`config.mk`:
```
export PLATFORM = sky130hd
export DESIGN_NAME = parity_serializer
export DESIGN_NICKNAME = d
export VERILOG_FILES = /design/src/rtl/parity_serializer.sv
export SDC_FILE = /design/constraint.sdc
export NUM_CORES = 1
export LEC_CHECK = 0
export CAP_MARGIN = 20
export CORE_MARGIN = 5
export CORE_UTILIZATION = 35
export DETAILED_ROUTE_END_ITERATION = 12
export DONT_BUFFER_PORTS = 1
export GPL_ROUTABILITY_DRIVEN = 1
export GPL_TIMING_DRIVEN = 0
export PLACE_DENSITY = 0.5
export SLEW_MARGIN = 20
export SYNTH_ARGS = -nofsm -noshare
export SYNTH_HDL_FRONTEND = slang
export SYNTH_SLANG_ARGS = --single-unit
```
`constraint.sdc`:
```
create_clock -name clock -period 2.45 [get_ports clock]
set_clock_uncertainty 0.2 [all_clocks]
set_input_delay 0.245 -clock clock [delete_from_list [all_inputs] [get_ports clock]]
set_output_delay 0.245 -clock clock [all_outputs]
set_load 0.1 [all_outputs]
```
`src/rtl/parity_serializer.sv`:
```
// parity_serializer: parallel-to-serial transmitter. Takes a DATA_W-bit word on a
// valid/ready handshake, sends it LSB-first and then appends a parity bit.
// Optional build macro PARITY_SER_STOP_BIT_EN appends a stop bit (sout=1) after the parity
// bit. In that build frame_end marks the stop bit, and din_ready is high in IDLE/STOP.
module parity_serializer #(
  parameter int unsigned DATA_W = 8,
  parameter bit          ODD    = 1'b0
) (
  input  logic              clock,
  input  logic              reset_n,
  input  logic [DATA_W-1:0] din,
  input  logic              din_valid,
  output logic              din_ready,
  output logic              sout,
  output logic              sout_valid,
  output logic              frame_start,
  output logic              frame_end
);

  localparam int unsigned CntW = $clog2(DATA_W + 1);
  localparam logic [CntW-1:0] LastCnt = CntW'(DATA_W - 1);

  localparam logic [1:0] StIdle   = 2'd0;
  localparam logic [1:0] StShift  = 2'd1;
  localparam logic [1:0] StParity = 2'd2;
`ifdef PARITY_SER_STOP_BIT_EN
  localparam logic [1:0] StStop   = 2'd3;
`endif

  logic [1:0]        state_q, state_d;
  logic [DATA_W-1:0] shreg_q, shreg_d;
  logic [CntW-1:0]   cnt_q, cnt_d;
  logic              acc_q, acc_d;
  logic              sout_q, sout_d;
  logic              sout_valid_q, sout_valid_d;
  logic              frame_start_q, frame_start_d;
  logic              frame_end_q, frame_end_d;
  logic              accept;
  logic              next_bit;
  logic              acc_xor;

  // Ready is combinational: high while idle or while the last bit of a frame is on the line
`ifdef PARITY_SER_STOP_BIT_EN
  assign din_ready = (state_q == StIdle) | (state_q == StStop);
`else
  assign din_ready = (state_q == StIdle) | (state_q == StParity);
`endif

  assign accept   = din_valid & din_ready;
  assign next_bit = shreg_q[0];
  // Gate-level XOR (z = xy' + x'y) closing the running-parity feedback loop
  assign acc_xor  = (acc_q & ~next_bit) | (~acc_q & next_bit);

  // Next-state and registered-output decode
  always_comb begin
    state_d       = state_q;
    shreg_d       = shreg_q;
    cnt_d         = cnt_q;
    acc_d         = acc_q;
    sout_d        = sout_q;
    sout_valid_d  = sout_valid_q;
    frame_start_d = frame_start_q;
    frame_end_d   = frame_end_q;
    case (state_q)
      StShift: begin
        frame_start_d = 1'b0;
        if (cnt_q == LastCnt) begin
          // acc already holds ODD ^ all data bits
          sout_d  = acc_q;
          state_d = StParity;
`ifdef PARITY_SER_STOP_BIT_EN
          frame_end_d = 1'b0;
`else
          frame_end_d = 1'b1;
`endif
        end else begin
          sout_d  = next_bit;
          acc_d   = acc_xor;
          shreg_d = shreg_q >> 1;
          cnt_d   = cnt_q + CntW'(1);
        end
      end
`ifdef PARITY_SER_STOP_BIT_EN
      StParity: begin
        sout_d      = 1'b1;
        frame_end_d = 1'b1;
        state_d     = StStop;
      end
`endif
      default: begin
        // Idle or final frame bit: either load the next word back-to-back or go quiet
        if (accept) begin
          state_d       = StShift;
          sout_d        = din[0];
          sout_valid_d  = 1'b1;
          frame_start_d = 1'b1;
          frame_end_d   = 1'b0;
          cnt_d         = '0;
          acc_d         = ODD ^ din[0];
          shreg_d       = din >> 1;
        end else begin
          state_d       = StIdle;
          sout_d        = 1'b1;
          sout_valid_d  = 1'b0;
          frame_start_d = 1'b0;
          frame_end_d   = 1'b0;
        end
      end
    endcase
  end

  // State and output registers; reset drops any frame in flight immediately
  always_ff @(posedge clock or negedge reset_n) begin
    if (!reset_n) begin
      state_q       <= StIdle;
      shreg_q       <= '0;
      cnt_q         <= '0;
      acc_q         <= ODD;
      sout_q        <= 1'b1;
      sout_valid_q  <= 1'b0;
      frame_start_q <= 1'b0;
      frame_end_q   <= 1'b0;
    end else begin
      state_q       <= state_d;
      shreg_q       <= shreg_d;
      cnt_q         <= cnt_d;
      acc_q         <= acc_d;
      sout_q        <= sout_d;
      sout_valid_q  <= sout_valid_d;
      frame_start_q <= frame_start_d;
      frame_end_q   <= frame_end_d;
    end
  end

  assign sout        = sout_q;
  assign sout_valid  = sout_valid_q;
  assign frame_start = frame_start_q;
  assign frame_end   = frame_end_q;

endmodule

```
==> run_results.csv <==
group,metric,value,unit
status,outcome,"finished clean",
power_and_ir_drop,power.total,1509,uW
routing,viasPerCell,4.924,
global_route,grt_pass1_vias,536,
floorplanning,rows,18,
global_route,grt_usage,9.711,%
timing,period_share,90.38,%
worst_setup_path,slowest_stage,"dfrtp_1",
synth,synthTopCellsByCount,"dfrtp_1 (16), mux2_4 (7), nand2_1 (5)",
timing,setup_viol,0,
power_and_ir_drop,powerDensity,1557,nW/um^2
clock_tree,cts_root_buf,"clkbuf_4",
worst_setup_path,cp_max_fo,10,
worst_setup_path,crit_type,"reg2reg",
synth,ys_top_cells_by_area,"dfrtp_1 (47%), mux2_4 (12%), mux2_2 (5.3%)",
final_layout,n_fill_cell,240,
clock_tree,clock-sinks,17,
timing,setup_ws,235.8,ps
final_layout,regArea,426.7,sq um
timing,worst_pin_slew,981.9,ps
global_route,overflow,0,
timing,clock.fmax,451.6,MHz
timing,fin_hold_ws,15.16,ps
synth,ys_seq_elements,17,
final_layout,diodes,0,
worst_setup_path,crit_buf_inv,2,
final_layout,final_area,969.7,sq um
synth,synth_area,855.8,sq um
clock_tree,numCtsBuffers,3,
floorplanning,start_util,35.51,%
final_layout,final_nets,88,
clock_tree,htree_levels,1,
timing,drv_slew,0,
floorplanning,die_x,59.45,um
clock_tree,cts_buffer_depth,2,
timing,max_slew_margin,34.54,%
worst_setup_path,max_stage_delay,1000,ps
synth,yosysMostFrequentCell,"dfrtp_1",
power_and_ir_drop,power.leakage,0.0004951,uW
worst_setup_path,startpoint_type,"flop",
final_layout,area_growth,13.30,%
final_layout,multi_input_area,376.6,sq um
synth,netlist_instances,66,
worst_setup_path,arrival,2200,ps
synth,ys_types,30,
flow_run,max_cap_viol_count,0,
synth,async_flop_share,100.0,%
power_and_ir_drop,peakVddDrop,0.7524,mV
placed_design,gp_congestion,0.7520,
placed_design,port_buffers,0,
timing,hold_viol,0,
routing,wire_per_inst,14.10,um
clock_tree,cts_resized,0,
routing,drt_first_iter_violations,5,
floorplanning,core_area,2410,sq um
synth,synth-seq-area-share,49.85,%
synth,yosys_most_used_dff,"dfrtp_1",
worst_setup_path,cp.required,2440,ps
global_route,grt_pass1_wl,2553,um
final_layout,layout-drive-gt1-share,30.67,%
timing,rsz0062_at_grt,"false",
placed_design,placed_area,893.4,sq um
synth,synth_edf_count,0,
timing,timing.final.crit_period,2214,ps
global_route,grt_antenna_before_repair,0,
floorplanning,io-pin-count,16,
synth,synth.largest_area_cell,"dfrtp_1",
worst_setup_path,cp_cell_sequence,"nor2b_4 > buf_6 > buf_8 > mux2_4 > mux2_4",
floorplanning,die_height,59.45,um
routing,drt_wl_total,1481,um
synth,ys_warn_count,0,
routing,num_vias,517,
routing,drc,0,
worst_setup_path,cp_common_cell,"mux2_4",
worst_setup_path,critical_path.top_delay_family,"flip-flops",
synth,netlist.area_leader.share,46.78,%
synth,synth_nets,78,
placed_design,place_ws,248.1,ps
clock_tree,clk_pin_slew,100,ps
global_route,grt_max_degree,18,
clock_tree,clock_latency,290,ps
hold_path,hold_path.class,"in2reg",
synth,avgSynthCellArea,12.97,sq um
placed_design,dpl.hpwl,1035,um
clock_tree,cts_tree,"done",
floorplanning,die-area,3534,sq um
routing,ant_nets,0,
timing,finalSetupTns,0,ps
routing,dr.pass1.iters,3,
worst_setup_path,end_kind,"flop",
## layer usage
layer,up-vias,routed length (um),track usage [%]
met1,256,719,11.73
met3,2,90,4.793
li1,247,-,-
met5,-,0,0
met4,0,13,1.942
met2,12,658,15.60
## per-stage QoR
stage | util, % | std cells
2_1_floorplan | - | 66
3_3_place_gp | 37.07 | 96
3_5_place_dp | 37.07 | 96
4_1_cts | 40.24 | 105
5_1_grt | 40.24 | 105
6_report | 40.24 | 105
## path summary, 6_finish.rpt
kind | from | endpoint | slack, ps | depth (start not counted)
worst max-delay path | state_q[1]$_DFFE_PN0P_ | shreg_q[0]$_DFFE_PN0P_ | 240 | 5
worst min-delay path | din[2] | shreg_q[1]$_DFFE_PN0P_ | 20 | 2
worst max register to register | state_q[1]$_DFFE_PN0P_ | shreg_q[0]$_DFFE_PN0P_ | 240 | 5
worst min register to register | cnt_q[3]$_DFFE_PN0P_ | cnt_q[3]$_DFFE_PN0P_ | 290 | 1
max in group asynchronous | reset_n | state_q[0]$_DFFE_PN0P_ | 1270 | 1
min in group asynchronous | reset_n | sout_valid$_DFFE_PN0N_ | 270 | 1
## cells in the final DEF, fill, tap and decap left out, drive strengths merged, types with 2 or more instances in the layout
cell / count
nand2: 5
nor2: 2
buf: 3
dlygate4sd3: 5
nor2b: 3
mux2i: 3
mux2: 12
inv: 4
o21ai: 3
clkbuf: 4
dfrtp: 16
## final cells by class
class,instances,share of cell area (%)
Buffer,3,3.871
Clock buffer,4,2.710
Inverter,4,1.548
Multi-Input combinational cell,42,38.84
Sequential cell,17,44.00
Tap cell,30,3.871
Timing Repair Buffer,5,5.161
## cell families (layout without fill, tap and decap cells)
family          count (synthesis)  after routing  synth area share (%)
fa+ha+maj                       1              1                 1.462
mux                            15             15                 22.37
simple gates                   16             16                 12.28
compound gates                 10             10                 7.895
flops                          17             17                 49.85
buf+inv                         7             16                 6.139
## flip-flops by register name, summed over array words and instances, names as in the netlist
signal / flops
cnt_q: 4
sout: 1
state_q: 2
sout_valid: 1
acc_q: 1
shreg_q: 7
frame_start: 1
## report_power, final
| group | internal, uW | switching, uW | leakage [uW] |
|---|---|---|---|
| registers | 414 | 260 | 0.000209 |
| logic | 386 | 297 | 0.000271 |
| clock network | 63.3 | 89.3 | 0.0000150 |
| total | 863 | 646 | 0.000495 |
## worst reg2reg max path: cells and delay by family, from the launching register on
| family | cells | cell delay (ps) |
|---|---|---|
| DFF | 1 | 1000 |
| muxes | 2 | 540 |
| buffers and inverters | 2 | 310 |
| and+or+nand+nor | 1 | 60 |
## repair_timing
item | 4_1_cts | 5_1_grt
hold buffers | 5 | 0
endpoints found under the hold margin | 22 | 0
setup buffers | 0 | 0
No activity file was read; power rests on OpenSTA's default activity.
==> RTL change 1 (same settings) <==
Build with the macro `PARITY_SER_STOP_BIT_EN` defined.
--- a/src/rtl/parity_serializer.sv
+++ b/src/rtl/parity_serializer.sv
@@ -4,2 +4,4 @@
 // bit. In that build frame_end marks the stop bit, and din_ready is high in IDLE/STOP.
+`define PARITY_SER_STOP_BIT_EN
+
 module parity_serializer #(
Behaviour: not the same (Yosys sat finds a counterexample within 10 cycles, from zero or initial values and one cycle with reset_n low).
==> RTL change 1 against the unedited design <==
Area after synthesis grew 31%; first-iteration DRC count rose to 3.2 times the old value; sequential cell count is 1 higher; wire length rose by 72%; setup slack better by 31 ps; final area up 36%; critical path type unchanged; critical endpoint is now cnt_q[1]; largest cell class is now multi-input gates.
Power is not shown: default switching activity piles up to over one toggle a cycle in this logic, so the estimate is an artifact.
==> RTL change 1: results (changes against the unedited design) <==
.. list-table::
   :header-rows: 1

   * - Metric
     - Value
   * - Status
     - complete, no violations
   * - YS warnings
     - 0 (unchanged)
   * - Largest net degree at the start of global routing
     - 19 (+1)
   * - Post-synth net total
     - 125 (+60%)
   * - Count of distinct cell types in the synthesized netlist
     - 38 (+27%)
   * - Diodes inserted
     - 0 (unchanged)
   * - # setup viols final
     - 0 (unchanged)
   * - Largest regs
     - shreg_q (7), cnt_q (4), state_q (2)
   * - Area fraction of the dominant cell type after synthesis
     - 37.9% (-8.9 points)
   * - Vias after detailed routing
     - 881 (+70%)
   * - Half-perimeter wire length after placement
     - 1.82 mm (+76%)
   * - Residual antenna-violating net count after detailed routing
     - 0 (unchanged)
   * - Wire length per cell after detailed routing
     - 15.2 um (+7.6%)
   * - Top Family by Delay on Critical Path
     - buffers and inverters
   * - Violation count after the first detailed-routing iteration
     - 16 (+11)
   * - Fraction of final layout cells sized beyond drive strength 1
     - 16.1% (-15 points)
   * - CTS clk-pin slew, worst paths
     - between 100 and 150 ps
   * - Final std cells w/o fill
     - 168 (+60%)
   * - Slew Limit Headroom
     - 39.6% (+5.0 points)
   * - Share of flip-flops with an asynchronous set or reset after synthesis
     - 100% (unchanged)
   * - Data arrival, critical path
     - 2170 ps (-30 ps)
   * - Clock H-tree levels
     - 1 (unchanged)
   * - Cells taking the most area after synthesis
     - sky130_fd_sc_hd__dfrtp_1 38%, sky130_fd_sc_hd__mux2i_1 8.9%, sky130_fd_sc_hd__a221oi_1 4.7%
   * - Fill count
     - 325 (+35%)
   * - Maximum count of clock buffers along a single path
     - 2 (unchanged)
   * - Vias in the first global route
     - 903 (+68%)
   * - Antenna violations before repair
     - 0 (unchanged)
   * - GPL Wtd Cong
     - 0.670 (-11%)
   * - Post-synth EDFFs
     - 0 (unchanged)
   * - Critical path fanouts, max
     - 9 (-1)
   * - Nets@finish
     - 139 (+58%)
   * - Worst-Skew Late Latency
     - 290 ps (about the same)
   * - Commonest cells in the netlist
     - 17 x sky130_fd_sc_hd__dfrtp_1, 13 x sky130_fd_sc_hd__inv_1, 10 x sky130_fd_sc_hd__mux2i_1
   * - 1st-pass router iterations
     - 4 (+1)
   * - Hold/Removal Path Class
     - input port to register
   * - Master of the slowest instance on the critical path
     - sky130_fd_sc_hd__ha_4
   * - Peak per-stage delay on the critical path
     - 450 ps (-550 ps)
   * - Number of setup buffers added after CTS
     - 0 (unchanged)
   * - Cell count after synthesis
     - 111 (+68%)
   * - First-pass GRT wire length
     - 4.21 mm (+65%)
   * - Number of buffers inserted by port buffering
     - 0 (unchanged)
   * - TritonCTS Buffers
     - 3 (unchanged)
   * - Total Routing Usage GR
     - 12.6% (+2.9 points)
   * - Placed Instances
     - 155 (+61%)
   * - Sequential-to-total area share from yosys stat
     - 40.2% (-9.6 points)
   * - Root buf cell
     - sky130_fd_sc_hd__clkbuf_4
-- RTL change 1: cell types whose count changed after synthesis, moves of 6 or more --
cell	delta
sky130_fd_sc_hd__o22ai_1	+8
sky130_fd_sc_hd__mux2i_1	+7
sky130_fd_sc_hd__nand2b_1	+6
sky130_fd_sc_hd__mux2_4	-7
sky130_fd_sc_hd__or3b_1	+6
sky130_fd_sc_hd__inv_1	+10
sky130_fd_sc_hd__a221oi_1	+6
-- RTL change 1: per-layer routing --
| layer | share of wire [%] | track usage [%] |
|---|---|---|
| met1 | 46 | 15.2 |
| met2 | 48 | 21.4 |
| met3 | 5.2 | 3.71 |
| met4 | 0.51 | 3.81 |
| met5 | 0 | 0 |
-- RTL change 1: layout make-up --
type | instances | area, um2 | share of cell area, %
buffer | 7 | 45.0 | 3.42
clock buffer | 4 | 36.3 | 2.76
inverter | 14 | 52.6 | 3.99
multi-input combinational | 72 | 586 | 44.5
sequential | 18 | 452 | 34.3
tap | 44 | 55.1 | 4.18
timing repair buffer | 9 | 90.1 | 6.84
-- RTL change 1: final timing paths --
kind / startpoint / endpoint / slack (ps) / depth (start not counted)
setup / recovery: state_q[0] / cnt_q[1] / 270 / 7
hold / removal: din[7] / shreg_q[6] / 70 / 3
setup reg to reg: state_q[0] / cnt_q[1] / 270 / 7
hold reg to reg: acc_q / acc_q / 320 / 1
max in group asynchronous: reset_n / sout_valid / 1230 / 1
min in group asynchronous: reset_n / shreg_q[2] / 290 / 1
-- RTL change 1: what timing repair did --
action	CTS	global route
endpoints found under the setup margin	0	5
hold endpoints to repair	27	0
hold buffers	9	0
gates resized for setup	0	1
-- RTL change 1: cells by family after synthesis --
| family | count (synthesis) | share of synthesized area (%) |
|---|---|---|
| compound gates | 28 | 18.2 |
| buf+inv | 21 | 8.69 |
| flops | 18 | 40.2 |
| simple gates | 29 | 18.6 |
| mux | 12 | 10.9 |
| fa+ha+maj | 3 | 3.34 |
-- RTL change 1: tightest hold or removal path, delay by kind of cell --
family | cells | cell delay (ps)
buf+inv | 1 | 40
compound gates | 2 | 250
-- RTL change 1: per-stage QoR --
step	hold slack, ps	worst slack (ps)	util [%]	cell area [um2]
4_1_cts	61.3	57.3	42.8	1310
2_1_floorplan	-251	244	-	1120
6_report	72.4	267	43.1	1320
3_5_place_dp	-250	82.1	38.6	1180
3_3_place_gp	-250	99.1	38.6	1180
5_1_grt	89.8	168	43.1	1320
==> RTL change 2 (config.mk and constraints unchanged) <==
Made on the original files. Reset style: synchronous (`reset_n`), changed in one clocked block.
--- a/src/rtl/parity_serializer.sv
+++ b/src/rtl/parity_serializer.sv
@@ -112,3 +112,3 @@
   // State and output registers; reset drops any frame in flight immediately
-  always_ff @(posedge clock or negedge reset_n) begin
+  always_ff @(posedge clock) begin
     if (!reset_n) begin
Check against the original RTL: differs if reset_n is asserted again (counterexample within 4 cycles, from zero or initial values and one cycle with reset_n low); with reset_n held inactive, the same outputs for 10 cycles.
==> RTL change 2 against the unedited design <==
Count of clock-buffer cells in the layout is 1 lower; critical path depth is 5 lower; synthesized cell count is 42% higher; wire length is 13% higher; sequential share of layout area is 4.2 points lower; setup slack better by 500 ps; sequential cell count is 1 higher; area after synthesis is 6.9% lower; final area is 6.7% lower; fmax is 30% higher; largest cell class is now multi-input gates; highest routed layer unchanged.
Power is not compared: it rests on default switching activity, and its combinational part moved more than twofold at a synthesized area within 25%.
==> RTL change 2: results (changes against the unedited design) <==
.. list-table::
   :header-rows: 1

   * - Metric
     - Value
   * - Status
     - complete, no violations
   * - Slew Limit Headroom
     - 35.2% (+0.70 points)
   * - Share of the final layout cell area in multi-input gates
     - 43.8% (+5.0 points)
   * - First-pass GRT wire length
     - 2.98 mm (+17%)
   * - Cell Area, Placed
     - 832 um2 (-6.9%)
   * - Met1 Usage GRT
     - 15.1% (+3.4 points)
   * - Critical path fanouts, max
     - 2 (-8)
   * - Half-perimeter wire length after placement
     - 1.21 mm (+17%)
   * - Share of flip-flops with an asynchronous set or reset after synthesis
     - 0% (-100 points)
   * - Met2 demand-to-capacity share in global routing
     - 17.1% (+1.5 points)
   * - Tap Cells
     - 28 (-6.7%)
   * - Largest net degree at the start of global routing
     - 11 (-7)
   * - Cell count after synthesis
     - 94 (+42%)
   * - Non-clock buffer instance count of the final layout
     - 10 (+2)
   * - Final-layout non-clock buffer area share
     - 9.13% (+0.096 points)
   * - Seq_cells
     - 18 (+1)
   * - Layout clock buffer count
     - 3 (-1)
   * - GPL Wtd Cong
     - 0.772 (+2.7%)
   * - Share of the clock period used by the worst path after layout
     - 69.8% (-21 points)
   * - Fraction of final layout cells sized beyond drive strength 1
     - 10.8% (-20 points)
   * - Post-synth net total
     - 106 (+36%)
   * - Sequential Area
     - 360 um2 (-16%)
   * - Total Routing Usage GR
     - 11.3% (+1.6 points)
   * - Number of inverters outside the clock class in the layout
     - 2 (-2)
   * - Capturing instance or port of the critical path
     - frame_end
   * - Worst r2r dst
     - shreg_q[5]
   * - Violation count after the first detailed-routing iteration
     - 14 (+9)
   * - Worst slack after detailed placement
     - 775 ps (+527 ps)
   * - Multi-input combinational cell count
     - 69 (+64%)
   * - Share of final layout cell area taken by clock buffers and inverters
     - 2.49% (-0.22 points)
   * - Vias in the first global route
     - 647 (+21%)
   * - GR Layer Usage met3
     - 4.90% (+0.11 points)
   * - 1st-pass router iterations
     - 4 (+1)
==> RTL change 2: metal layers <==
metal  wire length (um)  vias up
met4                 16        0
met1                830      304
met2                740       16
met5                  0        -
li1                   -      345
met3                 91        2
==> RTL change 2: kinds of logic (layout without fill, tap and decap cells) <==
kind of cell,count (synthesis),count (layout),synth area share [%]
buf+inv,7,15,5.02
flops,18,18,45.2
mux,2,2,2.83
simple gates,47,47,28.4
fa+ha+maj,1,1,1.57
compound gates,19,19,17.0
==> RTL change 2: how the worst min path moves through the flow <==
stage               startpoint         end  slack [ps]  cells past startpoint
global route            din[5]  shreg_q[4]          10                      3
detailed placement      din[0]        sout         200                      2
CTS                     din[6]  shreg_q[5]           6                      3
finish                  din[5]  shreg_q[4]          10                      3
global placement        din[0]        sout         200                      2
floorplan               din[0]        sout         190                      2
==> RTL change 2: what timing repair did <==
action,4_1_cts,5_1_grt
hold buffers,5,0
hold endpoints to repair,7,0
endpoints found under the setup margin,0,0
